### src/rtl/hwpe_ctrl_nloop.sv
// -----------------------------------------------------------------------------
// hwpe_ctrl_nloop
//
// Nested-loop offset generator for HWPE controllers. Walks up to NB_LOOPS
// nested counters (loop 0 innermost) and produces NB_CH address offsets per
// iteration. When loop l increments, every channel adds its own signed stride
// for loop l; wrapping inner loops contribute nothing, so software encodes any
// rewind in the stride of the next outer loop. One tuple per handshake.
//
// Ports:
//   clk_i, rst_ni   clock, asynchronous active-low reset
//   clear_i         synchronous soft clear (aborts a run, no done pulse)
//   start_i         start pulse, sampled only in IDLE
//   range_i         iterations per loop (0 behaves as 1)
//   base_i          initial offset per channel
//   stride_i        per-channel, per-loop two's-complement jump
//   valid_o/ready_i output handshake
//   offs_o, idx_o   current offsets and loop indices
//   last_o          bit l set when loops 0..l are all at their final index
//   busy_o          high while running
//   done_o          one-cycle pulse after the final beat
// -----------------------------------------------------------------------------
module hwpe_ctrl_nloop #(
    parameter int unsigned NB_LOOPS   = 4,
    parameter int unsigned NB_CH      = 2,
    parameter int unsigned CNT_WIDTH  = 16,
    parameter int unsigned OFFS_WIDTH = 32
) (
    input  logic                                         clk_i,
    input  logic                                         rst_ni,
    input  logic                                         clear_i,
    input  logic                                         start_i,
    input  logic [NB_LOOPS-1:0][CNT_WIDTH-1:0]           range_i,
    input  logic [NB_CH-1:0][OFFS_WIDTH-1:0]             base_i,
    input  logic [NB_CH-1:0][NB_LOOPS-1:0][OFFS_WIDTH-1:0] stride_i,
    output logic                                         valid_o,
    input  logic                                         ready_i,
    output logic [NB_CH-1:0][OFFS_WIDTH-1:0]             offs_o,
    output logic [NB_LOOPS-1:0][CNT_WIDTH-1:0]           idx_o,
    output logic [NB_LOOPS-1:0]                          last_o,
    output logic                                         busy_o,
    output logic                                         done_o
);

    localparam int unsigned LVL_W = (NB_LOOPS > 1) ? $clog2(NB_LOOPS) : 1;

    typedef enum logic {IDLE, RUN} state_e;

    state_e                                         state_q;
    logic [NB_LOOPS-1:0][CNT_WIDTH-1:0]             range_q;
    logic [NB_CH-1:0][NB_LOOPS-1:0][OFFS_WIDTH-1:0] stride_q;
    logic [NB_LOOPS-1:0][CNT_WIDTH-1:0]             idx_q, idx_d;
    logic [NB_CH-1:0][OFFS_WIDTH-1:0]               offs_q, offs_d;
    logic                                           valid_q, busy_q, done_q;

    logic [NB_LOOPS-1:0][CNT_WIDTH-1:0]             range_eff;
    logic [NB_LOOPS-1:0]                            at_end;
    logic [NB_LOOPS-1:0]                            last;
    logic                                           adv_found;
    logic [LVL_W-1:0]                               adv_lvl;

    // Effective ranges stored in the shadow registers, so 0 never reaches
    // the counter compare logic.
    // NOTE: every variable written in always_comb is given a value on every
    // path (here via the loop) so no latch is inferred.
    always_comb begin
        for (int l = 0; l < NB_LOOPS; l++) begin
            range_eff[l] = (range_i[l] == '0) ? CNT_WIDTH'(1) : range_i[l];
        end
    end

    // Per-loop "at final index" flags and the cumulative last decode.
    always_comb begin
        for (int l = 0; l < NB_LOOPS; l++) begin
            at_end[l] = (idx_q[l] == range_q[l] - CNT_WIDTH'(1));
        end
        last[0] = at_end[0];
        for (int l = 1; l < NB_LOOPS; l++) begin
            last[l] = last[l-1] & at_end[l];
        end
    end

    // Lowest loop that can still increment; none found means final beat.
    always_comb begin
        adv_found = 1'b0;
        adv_lvl   = '0;
        for (int l = 0; l < NB_LOOPS; l++) begin
            if (!adv_found && !at_end[l]) begin
                adv_found = 1'b1;
                adv_lvl   = LVL_W'(l);
            end
        end
    end

    // Next iteration: inner loops wrap to 0, the advancing loop increments,
    // and each channel adds only the advancing loop's stride.
    always_comb begin
        for (int l = 0; l < NB_LOOPS; l++) begin
            if (LVL_W'(l) < adv_lvl) begin
                idx_d[l] = '0;
            end else if (LVL_W'(l) == adv_lvl) begin
                idx_d[l] = idx_q[l] + CNT_WIDTH'(1);
            end else begin
                idx_d[l] = idx_q[l];
            end
        end
        for (int ch = 0; ch < NB_CH; ch++) begin
            offs_d[ch] = offs_q[ch] + stride_q[ch][adv_lvl];
        end
    end

    // NOTE: state is updated with non-blocking assignments so every register
    // samples pre-edge values regardless of statement order.
    // NOTE: the shadow config registers are reset like the rest so outputs
    // and last_o decode to a known all-zero state after reset or clear.
    always_ff @(posedge clk_i or negedge rst_ni) begin
        if (!rst_ni) begin
            state_q  <= IDLE;
            range_q  <= '0;
            stride_q <= '0;
            idx_q    <= '0;
            offs_q   <= '0;
            valid_q  <= 1'b0;
            busy_q   <= 1'b0;
            done_q   <= 1'b0;
        end else if (clear_i) begin
            state_q  <= IDLE;
            range_q  <= '0;
            stride_q <= '0;
            idx_q    <= '0;
            offs_q   <= '0;
            valid_q  <= 1'b0;
            busy_q   <= 1'b0;
            done_q   <= 1'b0;
        end else begin
            done_q <= 1'b0;
            case (state_q)
                IDLE: begin
                    if (start_i) begin
                        range_q  <= range_eff;
                        stride_q <= stride_i;
                        idx_q    <= '0;
                        offs_q   <= base_i;
                        valid_q  <= 1'b1;
                        busy_q   <= 1'b1;
                        state_q  <= RUN;
                    end
                end
                RUN: begin
                    if (ready_i) begin
                        if (adv_found) begin
                            idx_q  <= idx_d;
                            offs_q <= offs_d;
                        end else begin
                            valid_q <= 1'b0;
                            busy_q  <= 1'b0;
                            done_q  <= 1'b1;
                            state_q <= IDLE;
                        end
                    end
                end
                default: state_q <= IDLE;
            endcase
        end
    end

    assign valid_o = valid_q;
    assign busy_o  = busy_q;
    assign done_o  = done_q;
    assign offs_o  = offs_q;
    assign idx_o   = idx_q;
    assign last_o  = last;

endmodule

### config.mk
export PLATFORM = sky130hd
export DESIGN_NAME = hwpe_ctrl_nloop
export DESIGN_NICKNAME = d
export VERILOG_FILES = /design/src/rtl/hwpe_ctrl_nloop.sv
export SDC_FILE = /design/constraint.sdc
export NUM_CORES = 1
export LEC_CHECK = 0
export BUFFER_PORTS_ARGS = -buffer_cell sky130_fd_sc_hd__buf_2
export CORE_MARGIN = 10
export CORE_UTILIZATION = 35
export CTS_BUF_LIST = sky130_fd_sc_hd__clkbuf_8
export DETAILED_ROUTE_END_ITERATION = 10
export GPL_TIMING_DRIVEN = 0
export PLACE_DENSITY = 0.68
export SLEW_MARGIN = 10
export SYNTH_ARGS = -nofsm -noshare
export SYNTH_HDL_FRONTEND = slang
export SYNTH_SLANG_ARGS = --single-unit
### constraint.sdc
create_clock -name clk_i -period 5.9 [get_ports clk_i]
set_clock_uncertainty 0.2 [all_clocks]
set_input_delay 0.59 -clock clk_i [delete_from_list [all_inputs] [get_ports clk_i]]
set_output_delay 0.59 -clock clk_i [all_outputs]
set_load 0.05 [all_outputs]
# --- Word level (Yosys, flattened, before mapping) ---
# Index checks and enable logic that the tools add are counted.
# Widths: inputs -> output; s select.
op_classes:
  n_lt_le_gt_ge: 5
  bitwise_logic: 4
  eq_ne: 16
  muxes: 53
  add_sub_neg: 10
  reduce_logical: 21
op_table:
  columns: ["cell", "n"]
  rows:
  - ["$mux 256", 3]
  - ["$mux 64", 11]
  - ["$pmux 64 s2", 2]
  - ["$mux 16", 12]
  - ["$bmux 32 s2", 2]
  - ["$add 16x1->16 const B", 4]
  - ["$add 32x32->32", 2]
  - ["$eq 16x16->1", 4]
  - ["$logic_not 16->1", 4]
  - ["$mux 32", 2]
  - ["$sub 16x1->16 const B", 4]
  - ["$mux 1", 17]
  - ["$ne 4x2->1 const B", 4]
  - ["$reduce_and 4->1", 4]
  - ["$ne 3x3->1 const B", 3]
  - ["$reduce_and 3->1", 2]
  - ["$logic_not 1->1", 5]
  - ["$eq 2x2->1 const A", 2]
  - ["$lt 1x2->1 const A", 2]
  - ["$lt 2x2->1 const A", 2]
  - ["$mux 2", 2]
  - ["$pmux 1 s2", 2]
  - ["$and 1x1->1", 3]
  - ["$logic_and 1x1->1", 3]
  - ["other kinds (8)", 8]
word_totals:
  register_bits: 451
  word_cells: 130
  input_bits: 389
  out_inout_bits: 135

# --- Depth between registers and ports, before layout ---
# Gate-level depths: netlist of the first run.
logic_depth:
  ltp_word: 18
  ltp_mapped: 28

# --- Worst setup path after synthesis of the first run ---
# OpenSTA, ideal clock, no wires.
synth_timing:
  path_kind: "register -> register"
  start: "register idx_q, in the netlist idx_o[56]"
  end: "register offs_q, in the netlist offs_o[30]"
  path_buffers: 2
  path_stages_with_launch: 26
  setup_slack_ns: -0.431
  setup_time_ns: 0.076
  arrival_time_ns: 6.054
  period_less_slack_ns: 6.331
  path_cell_list: "dfrtp_1 -> xnor2_1 -> or4_1 -> o21ai_0 -> a221oi_1 -> or4b_1 -> or2_4 -> o211ai_2 -> buf_4 -> buf_4 -> mux2_1 -> nor2_1 -> a21oi_1 -> ha_1 -> fa_1 -> a21o_1 -> a21o_1 -> a211oi_1 -> o31a_1 -> o21ai_0 -> a41oi_1 -> a21oi_1 -> a21boi_0 -> mux2i_1 -> a21oi_1 -> o21ai_1"
synth_via:
  elab_chain_cells: 11
  word_cells_on_any_way: 14
synth_rtl:
  columns: ["element", "line_no", "rtl"]
  rows:
  - ["from (decl)", "52", "logic [NB_LOOPS-1:0][CNT_WIDTH-1:0] idx_q, idx_d;"]
  - ["from (signal assigned)", "152", "idx_q <= idx_d;"]
  - ["$eq 16x16->1 *", "75", "at_end[l] = (idx_q[l] == range_q[l] - CNT_WIDTH'(1));"]
  - ["$logic_not 1->1 *", "88", "if (!adv_found && !at_end[l]) begin"]
  - ["$logic_and 1x1->1 *", "88", null]
  - ["$mux 2", "88", null]
  - ["$bmux 32 s2", "108", "offs_d[ch] = offs_q[ch] + stride_q[ch][adv_lvl];"]
  - ["$mux 32 (not written as such)", "108", null]
  - ["$add 32x32->32", "108", null]
  - ["$mux 64", "151", "if (adv_found) begin"]
  - ["$mux 64", "150", "if (ready_i) begin"]
  - ["$pmux 64 s2", "137", "case (state_q)"]
  - ["$mux 64", "126", "end else if (clear_i) begin"]
  - ["to (signal assigned)", "143", "offs_q <= base_i;"]
  - ["to (signal assigned)", "153", "offs_q <= offs_d;"]
  - ["to (decl)", "53", "logic [NB_CH-1:0][OFFS_WIDTH-1:0] offs_q, offs_d;"]
# Every way passes the cells marked *; elsewhere a longest branch is shown, timed or not. The select of a mux whose other input is x is not followed.
# A chain may end at the register's enable or synchronous reset.

# --- Worst setup path in the final report of the first run ---
layout_timing:
  start: "register range_q[53] (netlist bit)"
  end: "register offs_q, in the netlist offs_o[60]"
layout_via:
  elab_chain_cells: 12
  word_cells_on_any_way: 15
layout_rtl:
  columns: ["element", "line_no", "rtl"]
  rows:
  - ["from (decl)", "50", "logic [NB_LOOPS-1:0][CNT_WIDTH-1:0] range_q;"]
  - ["from (signal assigned)", "140", "range_q <= range_eff;"]
  - ["$sub 16x1->16 *", "75", null]
  - ["$eq 16x16->1 *", "75", null]
  - ["$logic_not 1->1 *", "88", null]
  - ["$logic_and 1x1->1 *", "88", null]
  - ["$mux 2", "88", null]
  - ["$bmux 32 s2", "108", null]
  - ["$mux 32 (not written as such)", "108", null]
  - ["$add 32x32->32", "108", null]
  - ["$mux 64", "151", null]
  - ["$mux 64", "150", null]
  - ["$pmux 64 s2", "137", null]
  - ["$mux 64", "126", null]
# Marked as above.

==> results of run 1 <==
## what timing repair did
item                                   CTS  global route
setup buffers                          108            47
resized for setup                      197           183
cloned                                   2             0
pin swaps                              107           110
endpoints found under the hold margin  417             0
hold buffers                           345             0
setup endpoints to repair               62            50
## flip-flops by register name, indices dropped and copies added (netlist names)
signal    flops
state_q       1
idx_o        64
busy_o        1
range_q      64
stride_q    256
offs_o       64
done_o        1
## per-layer routing
layer  wire (µm)  GRT usage  vias up  part of all wire
met4        6510      0.133       10             0.053
met5          58          0        -           0.00047
met3       10900     0.0625      386             0.088
met1       48200      0.345    13300              0.39
met2       57400      0.445     1574              0.47
li1            -          -    11700                 -
## cells by family (layout without fill, tap and decap cells)
logic type / after synthesis / count (layout) / synth area share
adder cells (fa/ha/maj): 72 / 72 / 0.0358
AND/OR/NAND/NOR: 649 / 649 / 0.129
AO/OA/AOI/OAI: 799 / 799 / 0.229
flip-flops: 451 / 451 / 0.442
buffers and inverters: 216 / 1373 / 0.0366
XOR/XNOR: 166 / 166 / 0.0574
other: 0 / 31 / 0
multiplexers: 171 / 171 / 0.0701
## layout make-up
type,instances,share of cell area
clock inverter,49,0.0117
multi-input combinational,1857,0.387
buffer,150,0.0230
sequential,451,0.300
clock buffer,105,0.0384
inverter,50,0.00519
antenna,31,0.00206
tap,959,0.0319
timing repair buffer,1019,0.200
## per-stage QoR
| stage | instance area, µm² | setup TNS, ns |
|---|---|---|
| after floorplan | 25600 | 0 |
| after global placement | 29400 | -2544.92 |
| after detailed placement | 29600 | -75.51 |
| after CTS | 36500 | -5.98 |
| after global routing | 37600 | -11.33 |
| final | 37600 | -5.35 |
## tightest hold or removal path, delay by kind of cell
kind / cells / cell delay (ns)
multiplexers: 1 / 0.12
buffers and inverters: 1 / 0.10
AO/OA/AOI/OAI: 1 / 0.08
## cell usage after synthesis, drive strengths merged (53+ instances only)
| cell | instances |
|---|---|
| dfrtp | 451 |
| a22o | 309 |
| nor2 | 180 |
| nand2 | 154 |
| a21oi | 153 |
| clkbuf | 119 |
| o21ai | 111 |
| mux2i | 108 |
| xnor2 | 104 |
| ha | 70 |
| mux2 | 63 |
| xor2 | 61 |
| o31ai | 56 |
| nor3 | 53 |
## worst paths after layout
path / from / to / slack [ns] / cells past startpoint
worst max-delay path: range_q[53]$_DFFE_PN0P_ / offs_o[60]$_DFFE_PN0P_ / -0.43 / 25
worst min-delay path: base_i[53] / offs_o[53]$_DFFE_PN0P_ / 0.04 / 3
worst max register to register: range_q[53]$_DFFE_PN0P_ / offs_o[60]$_DFFE_PN0P_ / -0.43 / 25
worst min register to register: stride_q[75]$_DFFE_PN0P_ / stride_q[75]$_DFFE_PN0P_ / 0.29 / 1
max in group asynchronous: rst_ni / stride_q[247]$_DFFE_PN0P_ / 3.70 / 4
min in group asynchronous: rst_ni / range_q[19]$_DFFE_PN0P_ / 0.26 / 2
## report_power, final
part           switching (mW)  total [mW]  internal (mW)
Combinational            1.49        2.52           1.03
Clock                    1.51        3.44           1.93
Sequential              0.215        3.52           3.31
Total                    3.22        9.49           6.27
==> results.json, run 1 <==
{
  "run_status": "finished with violations",
  "violations": "setup timing",
  "portBuffers": 522,
  "slew_viol_final": 0,
  "crit_path_start_kind": "flop",
  "finalSetupViolCount": 24,
  "insertion_delay_ns": 0.69,
  "yosys.area.top_type_share": 0.442,
  "clock.fmax_mhz": 158,
  "viasPerCell": 5.78,
  "yosysWarnings": 0,
  "syn_area_mm2": 0.0255,
  "seq_area_mm2": 0.0113,
  "syn_inst": 2524,
  "period_share": 1.07,
  "worstPathArrival_ns": 6.66,
  "grt_pass1_wl_um": 178000,
  "drt.antenna.violating_nets": 0,
  "endpoint_kind": "flop",
  "cts_root_buf": "clkbuf_8",
  "io_pins": 524,
  "final_cells": 4671,
  "leakage_nw": 18.0,
  "criticalPathCategory": "flop to flop",
  "htreeDepth": 3,
  "crit_slowest_cell": "or4b_4",
  "maxCapViolations": 0,
  "relSlewSlack": 0.128,
  "hpwl_um": 84000,
  "timing_worst_slew_pin_value_ns": 1.31,
  "die-area_mm2": 0.0842,
  "nets": 4074,
  "final_cell_mix": "buf_2 (542), dfrtp_1 (440), dlygate4sd3_1 (345), a22o_1 (309), nor2_1 (160)",
  "min_path_type": "input port to flop",
  "period_needed_ns": 6.33,
  "synth-async-reset-ratio": 1.00,
  "synth_top_area_cell": "dfrtp_1",
  "synth_flop_cell": "dfrtp_1",
  "total_power_mw": 9.49,
  "die_h_um": 290,
  "cp_max_fo": 7,
  "die_w_um": 290,
  "irDropWorstVdd_uv": 181,
  "fill_cells": 6335,
  "path_clk_slew_ns": 0.07,
  "max_stage_delay_ns": 0.49,
  "synthDistinctLibCells": 89,
  "final_common_cell": "buf_2",
  "antenna_found_initial": 26,
  "power.density_mw_per_mm2": 252,
  "syn_nets": 2985,
  "numCtsBuffers": 84,
  "synth-edff-count": 0,
  "drc_errors": 0,
  "grt_usage": 0.276,
  "dr.first_iter.drc_count": 2681,
  "dr.pass1.iters": 6,
  "core-area_mm2": 0.0727,
  "drt-total-wl_um": 123000,
  "cp_top_family": "compound AO/OA/AOI/OAI gates",
  "preCtsSetupSlack_ns": -2.03,
  "syn_to_final_growth_pct": 47.3,
  "rsz0062_at_grt": "yes",
  "ys_seq_elements": 451,
  "numClockSinks": 451,
  "setup_ws_ns": -0.429,
  "grt_pass1_vias": 27300,
  "wl_per_cell_um": 26.3,
  "utilization": 0.518,
  "cp_num_buf_inv": 6,
  "synth.avg_cell_area_um2": 10.1,
  "num_vias": 27000,
  "placed_cells": 4010,
  "clockBufferDepth": 3,
  "synthTopCellsByArea": "dfrtp_1 (44%), a22o_1 (11%), mux2i_1 (4.2%)",
  "cts_tree": "done",
  "holdWs_ns": 0.0350,
  "place.gp.congestion": 0.921,
  "grt_max_degree": 110,
  "multiInputGateArea_mm2": 0.0146,
  "drive_gt1_frac": 0.301,
  "final_hold_viol_count": 0,
  "overflow": 0,
  "start_util": 0.351,
  "rows": 99,
  "ys_seq_area_frac": 0.442,
  "required_ns": 6.23
}
No activity file was read; power rests on OpenSTA's default activity.
==> run 2, diff against run 1 <==
- PLACE_DENSITY: 0.68 -> 0.59
- clock period: 5.9 -> 5.7 ns (I/O delays scaled with it)
==> results.json, run 2 (same netlist as run 1, synthesis figures left out) <==
{
  "core-area_mm2": 0.0727,
  "endpoint_kind": "flop",
  "insertion_delay_ns": 0.69,
  "die-area_mm2": 0.0842,
  "power.density_mw_per_mm2": 253,
  "grt_pass1_wl_um": 170000,
  "finalSetupViolCount": 47,
  "numClockSinks": 451,
  "max_stage_delay_ns": 0.57,
  "drt-met1-wl_um": 48600,
  "grt_pass1_vias": 26600,
  "violations": "setup timing",
  "run_status": "finished with violations",
  "viasPerCell": 5.57,
  "rows": 99,
  "highest_layer": "met5",
  "crit_slowest_cell": "or4b_4",
  "dr.pass1.iters": 7,
  "num_vias": 26100,
  "die_w_um": 290,
  "dr.first_iter.drc_count": 2119,
  "cp_max_fo": 7,
  "final_common_cell": "buf_2",
  "start_util": 0.351,
  "grt_max_degree": 102,
  "largest_reg_flops": 256,
  "setup_ws_ns": -0.655,
  "antenna_found_initial": 23,
  "portBuffers": 522,
  "utilization": 0.522,
  "hpwl_um": 82300,
  "irDropWorstVdd_uv": 181,
  "criticalPathCategory": "flop to flop",
  "place.gp.congestion": 0.955,
  "numCtsBuffers": 86,
  "io_pins": 524,
  "clockBufferDepth": 3,
  "final_cell_mix": "buf_2 (540), dfrtp_1 (446), dlygate4sd3_1 (369), a22o_1 (309), nor2_1 (152)",
  "holdWs_ns": 0.0525,
  "final_hold_viol_count": 0,
  "cp_num_buf_inv": 6,
  "cp_top_family": "simple AND/OR/NAND/NOR gates",
  "top_register": "stride_q",
  "drt.antenna.violating_nets": 0,
  "timing_worst_slew_pin_value_ns": 1.23,
  "crit_path_start_kind": "flop",
  "clock.fmax_mhz": 157,
  "required_ns": 6.11,
  "overflow": 0,
  "min_path_type": "input port to flop",
  "drt-total-wl_um": 116000,
  "worstPathArrival_ns": 6.76,
  "cts_root_buf": "clkbuf_8",
  "rsz0062_at_grt": "yes",
  "maxCapViolations": 0,
  "die_h_um": 290,
  "drc_errors": 0,
  "htreeDepth": 3,
  "grt_usage": 0.262,
  "wl_met3_um": 8130,
  "nets": 4105,
  "path_clk_slew_ns": 0.06,
  "leakage_nw": 18.1,
  "wl_per_cell_um": 24.8,
  "slew_viol_final": 0,
  "drive_gt1_frac": 0.303,
  "met2_length_um": 53900,
  "cts_tree": "done",
  "period_needed_ns": 6.36,
  "period_share": 1.11,
  "relSlewSlack": 0.181,
  "syn_to_final_growth_pct": 48.7
}
run 2: changes by cell type in the layout (fill, tap and decap cells not counted), moves of 8 or more:
| cell | change |
|---|---|
| mux2_1 | -8 |
| nor2_1 | -8 |
| diode_2 | -11 |
| dlygate4sd3_1 | +24 |
run 2: repair_timing:
item                       in CTS  in global routing
resized for setup             243                165
hold endpoints to repair      444                  0
pin swaps                     127                136
cloned                          3                  1
setup endpoints to repair      63                 54
hold buffers                  369                  0
setup buffers                  92                 59
run 2: cell type report:
type | count | area, µm²
inverters | 50 | 188
well taps | 959 | 1200
clock buffers | 106 | 1460
repair buffers | 1041 | 7780
multi-input cells | 1857 | 14800
clock inverters | 42 | 289
flip-flops and latches | 451 | 11300
fillers | 6477 | 34700
diodes | 20 | 50.0
plain buffers | 157 | 923
run 2: through the flow:
step           worst slack, ns   TNS, ns  power [mW]  cell area [µm²]  instances
2_1_floorplan          -0.0810    -0.160        4.94            25700       2524
3_3_place_gp             -6.68  -2733.42        5.72            29500       4005
3_5_place_dp             -2.39   -101.42        5.74            29600       4010
4_1_cts                 -0.648    -15.24        9.48            36900       4618
5_1_grt                 -0.881    -25.73        10.0            38000       4678
6_report                -0.655    -15.89        9.60            38000       4683
run 2: per-layer routing:
| metal | GRT usage | vias to the layer above |
|---|---|---|
| li1 | - | 11700 |
| met1 | 0.334 | 13000 |
| met2 | 0.424 | 1142 |
| met3 | 0.0512 | 253 |
| met4 | 0.117 | 8 |
| met5 | 0 | - |
run 2: report_power, final:
group	switching [mW]	internal (mW)
Clock	1.53	1.82
Sequential	0.213	3.42
Combinational	1.52	1.10
run 2: worst paths after layout:
path,start,end,slack [ns],cells past startpoint
worst max-delay path,range_q[57]$_DFFE_PN0P_,offs_o[63]$_DFFE_PN0P_,-0.66,27
worst min-delay path,base_i[8],offs_o[8]$_DFFE_PN0P_,0.05,3
worst max register to register,range_q[57]$_DFFE_PN0P_,offs_o[63]$_DFFE_PN0P_,-0.66,27
worst min register to register,stride_q[31]$_DFFE_PN0P_,stride_q[31]$_DFFE_PN0P_,0.29,1
max in group asynchronous,rst_ni,stride_q[116]$_DFFE_PN0P_,3.16,5
min in group asynchronous,rst_ni,range_q[6]$_DFFE_PN0P_,0.25,2
run 2: worst register-to-register path, delay by kind of cell (launching register included):
family                     cells  cell delay [ns]
AOI/OAI and AO/OA              5             0.87
xor gates and xnor gates       1             0.20
adders and majority gates      1             0.36
buffers and inverters          6             0.97
DFF                            1             0.37
muxes                          2             0.42
and+or+nand+nor               12             2.93
